===== config.mk =====
export PLATFORM = sky130hd
export DESIGN_NAME = sd_sector_server
export DESIGN_NICKNAME = d
export VERILOG_FILES = /design/src/rtl/sd_sector_server_pkg.sv /design/src/rtl/sd_sector_server.sv
export SDC_FILE = /design/constraint.sdc
export NUM_CORES = 1
export LEC_CHECK = 0
export ABC_AREA = 0
export CAP_MARGIN = 10
export CORE_AREA = 5 5 139 141
export CTS_BUF_LIST = sky130_fd_sc_hd__clkbuf_4 sky130_fd_sc_hd__clkbuf_8 sky130_fd_sc_hd__clkbuf_16
export DETAILED_ROUTE_END_ITERATION = 6
export DIE_AREA = 0 0 144 146
export HOLD_SLACK_MARGIN = 0.03
export PLACE_DENSITY = 0.79
export REMOVE_ABC_BUFFERS = 1
export SYNTH_ARGS = -nofsm -noshare
export SYNTH_HDL_FRONTEND = slang
export SYNTH_SLANG_ARGS = --single-unit

===== constraint.sdc =====
create_clock -name clk_sys -period 2 [get_ports clk_sys]
set_input_delay 0.4 -clock clk_sys [delete_from_list [all_inputs] [get_ports clk_sys]]
set_output_delay 0.4 -clock clk_sys [all_outputs]
set_load 0.03 [all_outputs]

===== src/rtl/sd_sector_server_pkg.sv =====
// Shared types and constants for the SD sector server: FSM state encoding,
// sector geometry and small address / range helpers.
package sd_sector_server_pkg;

  typedef enum logic [2:0] {
    ST_IDLE    = 3'd0,
    ST_RD_MEM  = 3'd1,
    ST_RD_PUT  = 3'd2,
    ST_WR_ADDR = 3'd3,
    ST_WR_CAP  = 3'd4,
    ST_WR_MEM  = 3'd5,
    ST_DONE    = 3'd6
  } state_e;

  localparam int SECTOR_WORDS = 256;
  localparam int SECTOR_SHIFT = 9;

  // Word address of word idx of sector lba; the 24-bit sum wraps by design.
  function automatic logic [23:0] word_addr(input logic [23:0] base,
                                            input logic [15:0] lba,
                                            input logic [7:0]  idx);
    return base + {lba, idx};
  endfunction

  // A zero-sized image counts as unmounted, so every sector is out of range.
  function automatic logic out_of_range(input logic [31:0] lba,
                                        input logic [63:0] size);
    logic [63:0] byte_off;
    byte_off = {32'h0, lba} << SECTOR_SHIFT;
    return (size == 64'h0) || (byte_off >= size);
  endfunction

endpackage


===== src/rtl/sd_sector_server.sv =====
// Serves 512-byte SD sectors from a word-addressed backing memory: reads copy
// memory into the core's sector buffer, writes copy the buffer into memory.
module sd_sector_server
  import sd_sector_server_pkg::*;
#(
  parameter logic [23:0] BASE_ADDR = 24'h000000
) (
  input  logic        clk_sys,
  input  logic        reset_n,
  input  logic        mount_req,
  input  logic [63:0] mount_size,
  input  logic        mount_ro,
  output logic        img_mounted,
  output logic [63:0] img_size,
  output logic        img_readonly,
  input  logic [31:0] sd_lba,
  input  logic        sd_rd,
  input  logic        sd_wr,
  output logic        sd_ack,
  output logic [7:0]  sd_buff_addr,
  output logic [15:0] sd_buff_dout,
  output logic        sd_buff_wr,
  input  logic [15:0] sd_buff_din,
  output logic [23:0] mem_addr,
  output logic        mem_rd,
  output logic        mem_wr,
  output logic [15:0] mem_din,
  input  logic [15:0] mem_dout,
  input  logic        mem_ack,
  output logic [2:0]  dbg_state_o
);

  // Handshakes: sd_rd/sd_wr are levels sampled only in IDLE while sd_ack is
  // low; sd_ack then stays high until DONE. mem_rd/mem_wr are held with a
  // stable mem_addr/mem_din until a one-cycle mem_ack, and drop the next cycle.

  state_e      state_q;
  logic [15:0] lba_q;
  logic [7:0]  idx_q;
  logic        skip_q;
  logic        ro_q;
  logic        sd_ack_q;
  logic [7:0]  sd_buff_addr_q;
  logic [15:0] sd_buff_dout_q;
  logic        sd_buff_wr_q;
  logic [23:0] mem_addr_q;
  logic        mem_rd_q;
  logic        mem_wr_q;
  logic [15:0] mem_din_q;
  logic        img_mounted_q;
  logic [63:0] img_size_q;
  logic        img_ro_q;

  logic [7:0]  idx_d;
  logic        start_skip;
  logic        last_word;

  assign idx_d      = idx_q + 8'd1;
  assign last_word  = (idx_q == 8'(SECTOR_WORDS - 1));
  assign start_skip = out_of_range(sd_lba, img_size_q);

  always_ff @(posedge clk_sys or negedge reset_n) begin
    if (!reset_n) begin
      state_q        <= ST_IDLE;
      lba_q          <= 16'h0;
      idx_q          <= 8'h0;
      skip_q         <= 1'b0;
      ro_q           <= 1'b0;
      sd_ack_q       <= 1'b0;
      sd_buff_addr_q <= 8'h0;
      sd_buff_dout_q <= 16'h0;
      sd_buff_wr_q   <= 1'b0;
      mem_addr_q     <= 24'h0;
      mem_rd_q       <= 1'b0;
      mem_wr_q       <= 1'b0;
      mem_din_q      <= 16'h0;
      img_mounted_q  <= 1'b0;
      img_size_q     <= 64'h0;
      img_ro_q       <= 1'b0;
    end else begin
      // Mount info updates immediately; a running transfer keeps its snapshot.
      img_mounted_q <= mount_req;
      if (mount_req) begin
        img_size_q <= mount_size;
        img_ro_q   <= mount_ro;
      end
      sd_buff_wr_q <= 1'b0;

      unique case (state_q)
        ST_IDLE: begin
          if (!sd_ack_q && (sd_rd || sd_wr)) begin
            lba_q          <= sd_lba[15:0];
            skip_q         <= start_skip;
            ro_q           <= img_ro_q;
            idx_q          <= 8'h0;
            sd_ack_q       <= 1'b1;
            sd_buff_addr_q <= 8'h0;
            mem_addr_q     <= word_addr(BASE_ADDR, sd_lba[15:0], 8'h0);
            if (sd_rd) begin
              mem_rd_q <= !start_skip;
              state_q  <= ST_RD_MEM;
            end else begin
              state_q  <= ST_WR_ADDR;
            end
          end
        end

        ST_RD_MEM: begin
          if (skip_q || mem_ack) begin
            mem_rd_q       <= 1'b0;
            sd_buff_dout_q <= skip_q ? 16'h0000 : mem_dout;
            sd_buff_addr_q <= idx_q;
            sd_buff_wr_q   <= 1'b1;
            state_q        <= ST_RD_PUT;
          end
        end

        ST_RD_PUT: begin
          idx_q <= idx_d;
          if (last_word) begin
            sd_ack_q <= 1'b0;
            state_q  <= ST_DONE;
          end else begin
            mem_addr_q <= word_addr(BASE_ADDR, lba_q, idx_d);
            mem_rd_q   <= !skip_q;
            state_q    <= ST_RD_MEM;
          end
        end

        ST_WR_ADDR: begin
          sd_buff_addr_q <= idx_q;
          state_q        <= ST_WR_CAP;
        end

        // The core buffer answers one cycle after the address moves.
        ST_WR_CAP: begin
          mem_din_q  <= sd_buff_din;
          mem_addr_q <= word_addr(BASE_ADDR, lba_q, idx_q);
          mem_wr_q   <= !(skip_q || ro_q);
          state_q    <= ST_WR_MEM;
        end

        ST_WR_MEM: begin
          if (skip_q || ro_q || mem_ack) begin
            mem_wr_q <= 1'b0;
            idx_q    <= idx_d;
            if (last_word) begin
              sd_ack_q <= 1'b0;
              state_q  <= ST_DONE;
            end else begin
              sd_buff_addr_q <= idx_d;
              state_q        <= ST_WR_ADDR;
            end
          end
        end

        ST_DONE: begin
          sd_buff_addr_q <= 8'h0;
          idx_q          <= 8'h0;
          state_q        <= ST_IDLE;
        end

        default: state_q <= ST_IDLE;
      endcase
    end
  end

  assign img_mounted  = img_mounted_q;
  assign img_size     = img_size_q;
  assign img_readonly = img_ro_q;
  assign sd_ack       = sd_ack_q;
  assign sd_buff_addr = sd_buff_addr_q;
  assign sd_buff_dout = sd_buff_dout_q;
  assign sd_buff_wr   = sd_buff_wr_q;
  assign mem_addr     = mem_addr_q;
  assign mem_rd       = mem_rd_q;
  assign mem_wr       = mem_wr_q;
  assign mem_din      = mem_din_q;
  assign dbg_state_o  = state_q;

endmodule


==> impl_metrics.csv <==
group,metric,value,unit
critical_path,rrSetupSlack,0,ns
yosys,syn-mean-instance-area,10.5,sq um
placed_design,hpwl,19.1,mm
power_and_ir_drop,max-vdd-ir-drop,0.881,mV
clock_tree,cts_buffer_depth,2,
die,die_w,144,um
yosys,synth_ff_type,"dfrtp_1",
global_route,track_usage,23.7,%
placed_design,place_inst,1302,
placed_design,numPortBuffers,271,
power_and_ir_drop,powerDensity,1320,nW/um^2
critical_path,cp.arrival,2.35,ns
timing,clock.fmax,498,MHz
hold_path,hold_path_class,"in -> reg",
cells_and_area,areaGrowthSynthToFinish,54.1,%
yosys,synthArstFlopShare,100,%
cells_and_area,final_area,12200,sq um
timing,holdWs,0.375,ns
yosys,yosys_warnings,0,
critical_path,slowest_delay,0.47,ns
run_status,violations,"setup timing",
timing,setup_tns,-0.00927,ns
die,row_count,49,
critical_path,critPathCapture,"skip_q$_DFFE_PN0P_",
detailed_routing,wire_per_inst,18.7,um
flow_run,maxCapViolations,0,
timing,worst_slack,-0.00927,ns
die,initial_core_util,44.4,%
critical_path,startpoint_type,"input port",
clock_tree,clock_latency,0.43,ns
global_route,grt_pass1_wl,38.9,mm
global_route,grt_pass1_vias,7318,
critical_path,critPathKind,"in -> reg",
cells_and_area,num-nets-final,1263,
timing,clock_skew,0.00975,ns
timing,slew_headroom,65.9,%
global_route,grt_remaining_overflow,0,
clock_tree,root_buffer,"clkbuf_16",
detailed_routing,wl,25.0,mm
timing,rsz0062_at_grt,"yes",
critical_path,crit_path_end_kind,"register",
global_route,grt_start_max_net_pins,51,
placed_design,gp_congestion,0.973,
clock_tree,htree_num_levels,4,
critical_path,reg2reg_depth,9,
placed_design,place_area,11500,sq um
yosys,synthCells,757,
clock_tree,cts_made_buffers,17,
critical_path,r2r_start,"img_size[26]$_DFFE_PN0P_",
critical_path,critical_path_depth,8,
yosys,ys_seq_area_share,51.5,%
clock_tree,cts.sink_count,163,
yosys,synth_edf_count,0,
critical_path,cp-startpoint,"sd_lba[21]",
detailed_routing,vias,7066,
yosys,synth_top_area_share,51.5,%
yosys,yosysTopAreaCell,"dfrtp_1",
die,die-area,21000,sq um
global_route,antenna_found_initial,1,
yosys,yosys-top-cells-count,"163 x dfrtp_1, 80 x nand2_1, 74 x mux2_2",
critical_path,cp_cell_sequence,"clkdlybuf4s50_1 -> ha_4 -> nand4_1 -> nor4_2 -> buf_4 -> o311a_1 -> o2111ai_2 -> a21oi_1",
critical_path,path_delay_family,"buffers and inverters",
yosys,synth_seq_cells,163,
die,die_h,146,um
clock_tree,cts_tree,"done",
power_and_ir_drop,leakagePower,5.43,nW
detailed_routing,drtAntennaViolNets,0,
die,design.core.area,17800,sq um
timing,period_needed,2.01,ns
run_status,status,"complete, but fails checks",
hold_path,worstHoldStart,"mount_req",
yosys,synthesis.area,7920,sq um
critical_path,cp_max_fo,3,
critical_path,crit_buf_inv,2,
cells_and_area,final_cells,1335,
timing,final_max_slew_viol_count,0,
cells_and_area,layout-drive-gt1-share,19.8,%
timing,finalSetupViolations,1,
timing,worst_slew_pin_slew,0.512,ns
detailed_routing,drc,0,
timing,post-route-period-util,100,%
yosys,yosysMostFrequentCell,"dfrtp_1",
detailed_routing,drt_iter0_markers,366,
critical_path,worstReg2RegEnd,"skip_q$_DFFE_PN0P_",
detailed_routing,drt-pass1-iter-count,6,
detailed_routing,routed_via_density,5.29,
yosys,ys_top_cells_by_area,"dfrtp_1 52%, mux2_2 11%, ha_1 5.2%",
cells_and_area,antenna_cells,0,
die,ioPinCount,272,
critical_path,cp.required,2.35,ns
critical_path,cpMaxStageDelayCell,"clkdlybuf4s50_1",
yosys,synth_cell_type_count,56,
clock_tree,clk_pin_slew_worst_paths,0.06,ns
timing,finalHoldViolCount,0,
==> report_power, final <==
group,internal [mW],leakage [nW],total (mW),switching (mW)
Clock,2.14,0.301,3.51,1.37
Sequential,4.30,1.98,4.88,0.578
Combinational,3.48,3.16,7.73,4.25
Total,9.92,5.43,16.1,6.20
==> worst min path at each step <==
stage	end	slack [ns]	cells past startpoint
after floorplan	dbg_state_o[0]$_DFFE_PN0P_	0.10	0
after global placement	mem_addr[2]$_DFFE_PN0P_	0.39	1
after detailed placement	mem_addr[2]$_DFFE_PN0P_	0.40	1
after CTS	img_mounted$_DFF_PN0_	0.36	1
after global routing	img_mounted$_DFF_PN0_	0.37	1
final	img_mounted$_DFF_PN0_	0.38	1
==> layout by cell type, fill, tap and decap left out, drive strengths merged, types with 5 or more instances in the layout <==
| cell type | instances |
|---|---|
| a21oi | 59 |
| a22oi | 10 |
| buf | 91 |
| clkbuf | 19 |
| clkdlybuf4s50 | 255 |
| dfrtp | 163 |
| dlygate4sd2 | 9 |
| ha | 33 |
| inv | 43 |
| mux2 | 74 |
| mux2i | 17 |
| nand2 | 81 |
| nand2b | 22 |
| nand3 | 13 |
| nand4 | 6 |
| nor2 | 47 |
| nor3 | 5 |
| nor4 | 15 |
| o21ai | 69 |
| o31ai | 5 |
| or3 | 6 |
==> kinds of logic (layout without fill, tap and decap cells) <==
kind of cell,Yosys count,after routing,share of synthesized area [%]
multiplexers,91,91,12.7
AND/OR/NAND/NOR,209,209,12.9
XOR/XNOR,4,4,0.537
flip-flops,163,163,51.5
buffers and inverters,82,431,4.35
adder cells (fa/ha/maj),33,33,5.21
AO/OA/AOI/OAI,175,175,12.8
==> sequential cells by signal (all words and copies together), names as in the netlist <==
| register | count |
|---|---|
| img_mounted | 1 |
| skip_q | 1 |
| mem_wr | 1 |
| img_size | 64 |
| idx_q | 8 |
| lba_q | 16 |
| sd_buff_dout | 16 |
| sd_ack | 1 |
| mem_din | 16 |
| sd_buff_addr | 8 |
| dbg_state_o | 3 |
| mem_rd | 1 |
| ro_q | 1 |
| mem_addr | 24 |
| sd_buff_wr | 1 |
| img_readonly | 1 |
==> final cells by class <==
cell class,count,area [sq um]
Fill cell,1375,5640
Sequential cell,163,4080
Multi-Input combinational cell,512,3540
Timing Repair Buffer,360,3520
Clock buffer,19,447
Tap cell,229,287
Clock inverter,11,178
Inverter,41,154
==> layer usage <==
metal  part of all wire, %  up-vias  global-route usage [%]
met5                 0.040        -                       0
met4                   2.0        2                    7.44
met3                    11       36                    10.1
met2                    49      281                    39.9
met1                    38     3397                    27.3
li1                      -     3350                       -
==> repair_timing <==
item                                    4_1_cts  5_1_grt
pin swaps                                     1        8
gates resized for setup                      11       14
setup buffers                                 0        2
hold endpoints to repair                     43        0
endpoints found under the setup margin       11        8
hold buffers                                  1        0
==> stage by stage <==
step	setup slack (ns)	power, mW	util [%]
after CTS	0.0108	16.2	68.1
after global placement	-0.324	12.5	64.5
after global routing	-0.0760	17.0	68.4
final	-0.00927	16.1	68.4
after floorplan	-0.472	9.02	-
after detailed placement	-0.476	12.7	64.5
Note: power is estimated with default switching activity, not from simulation.
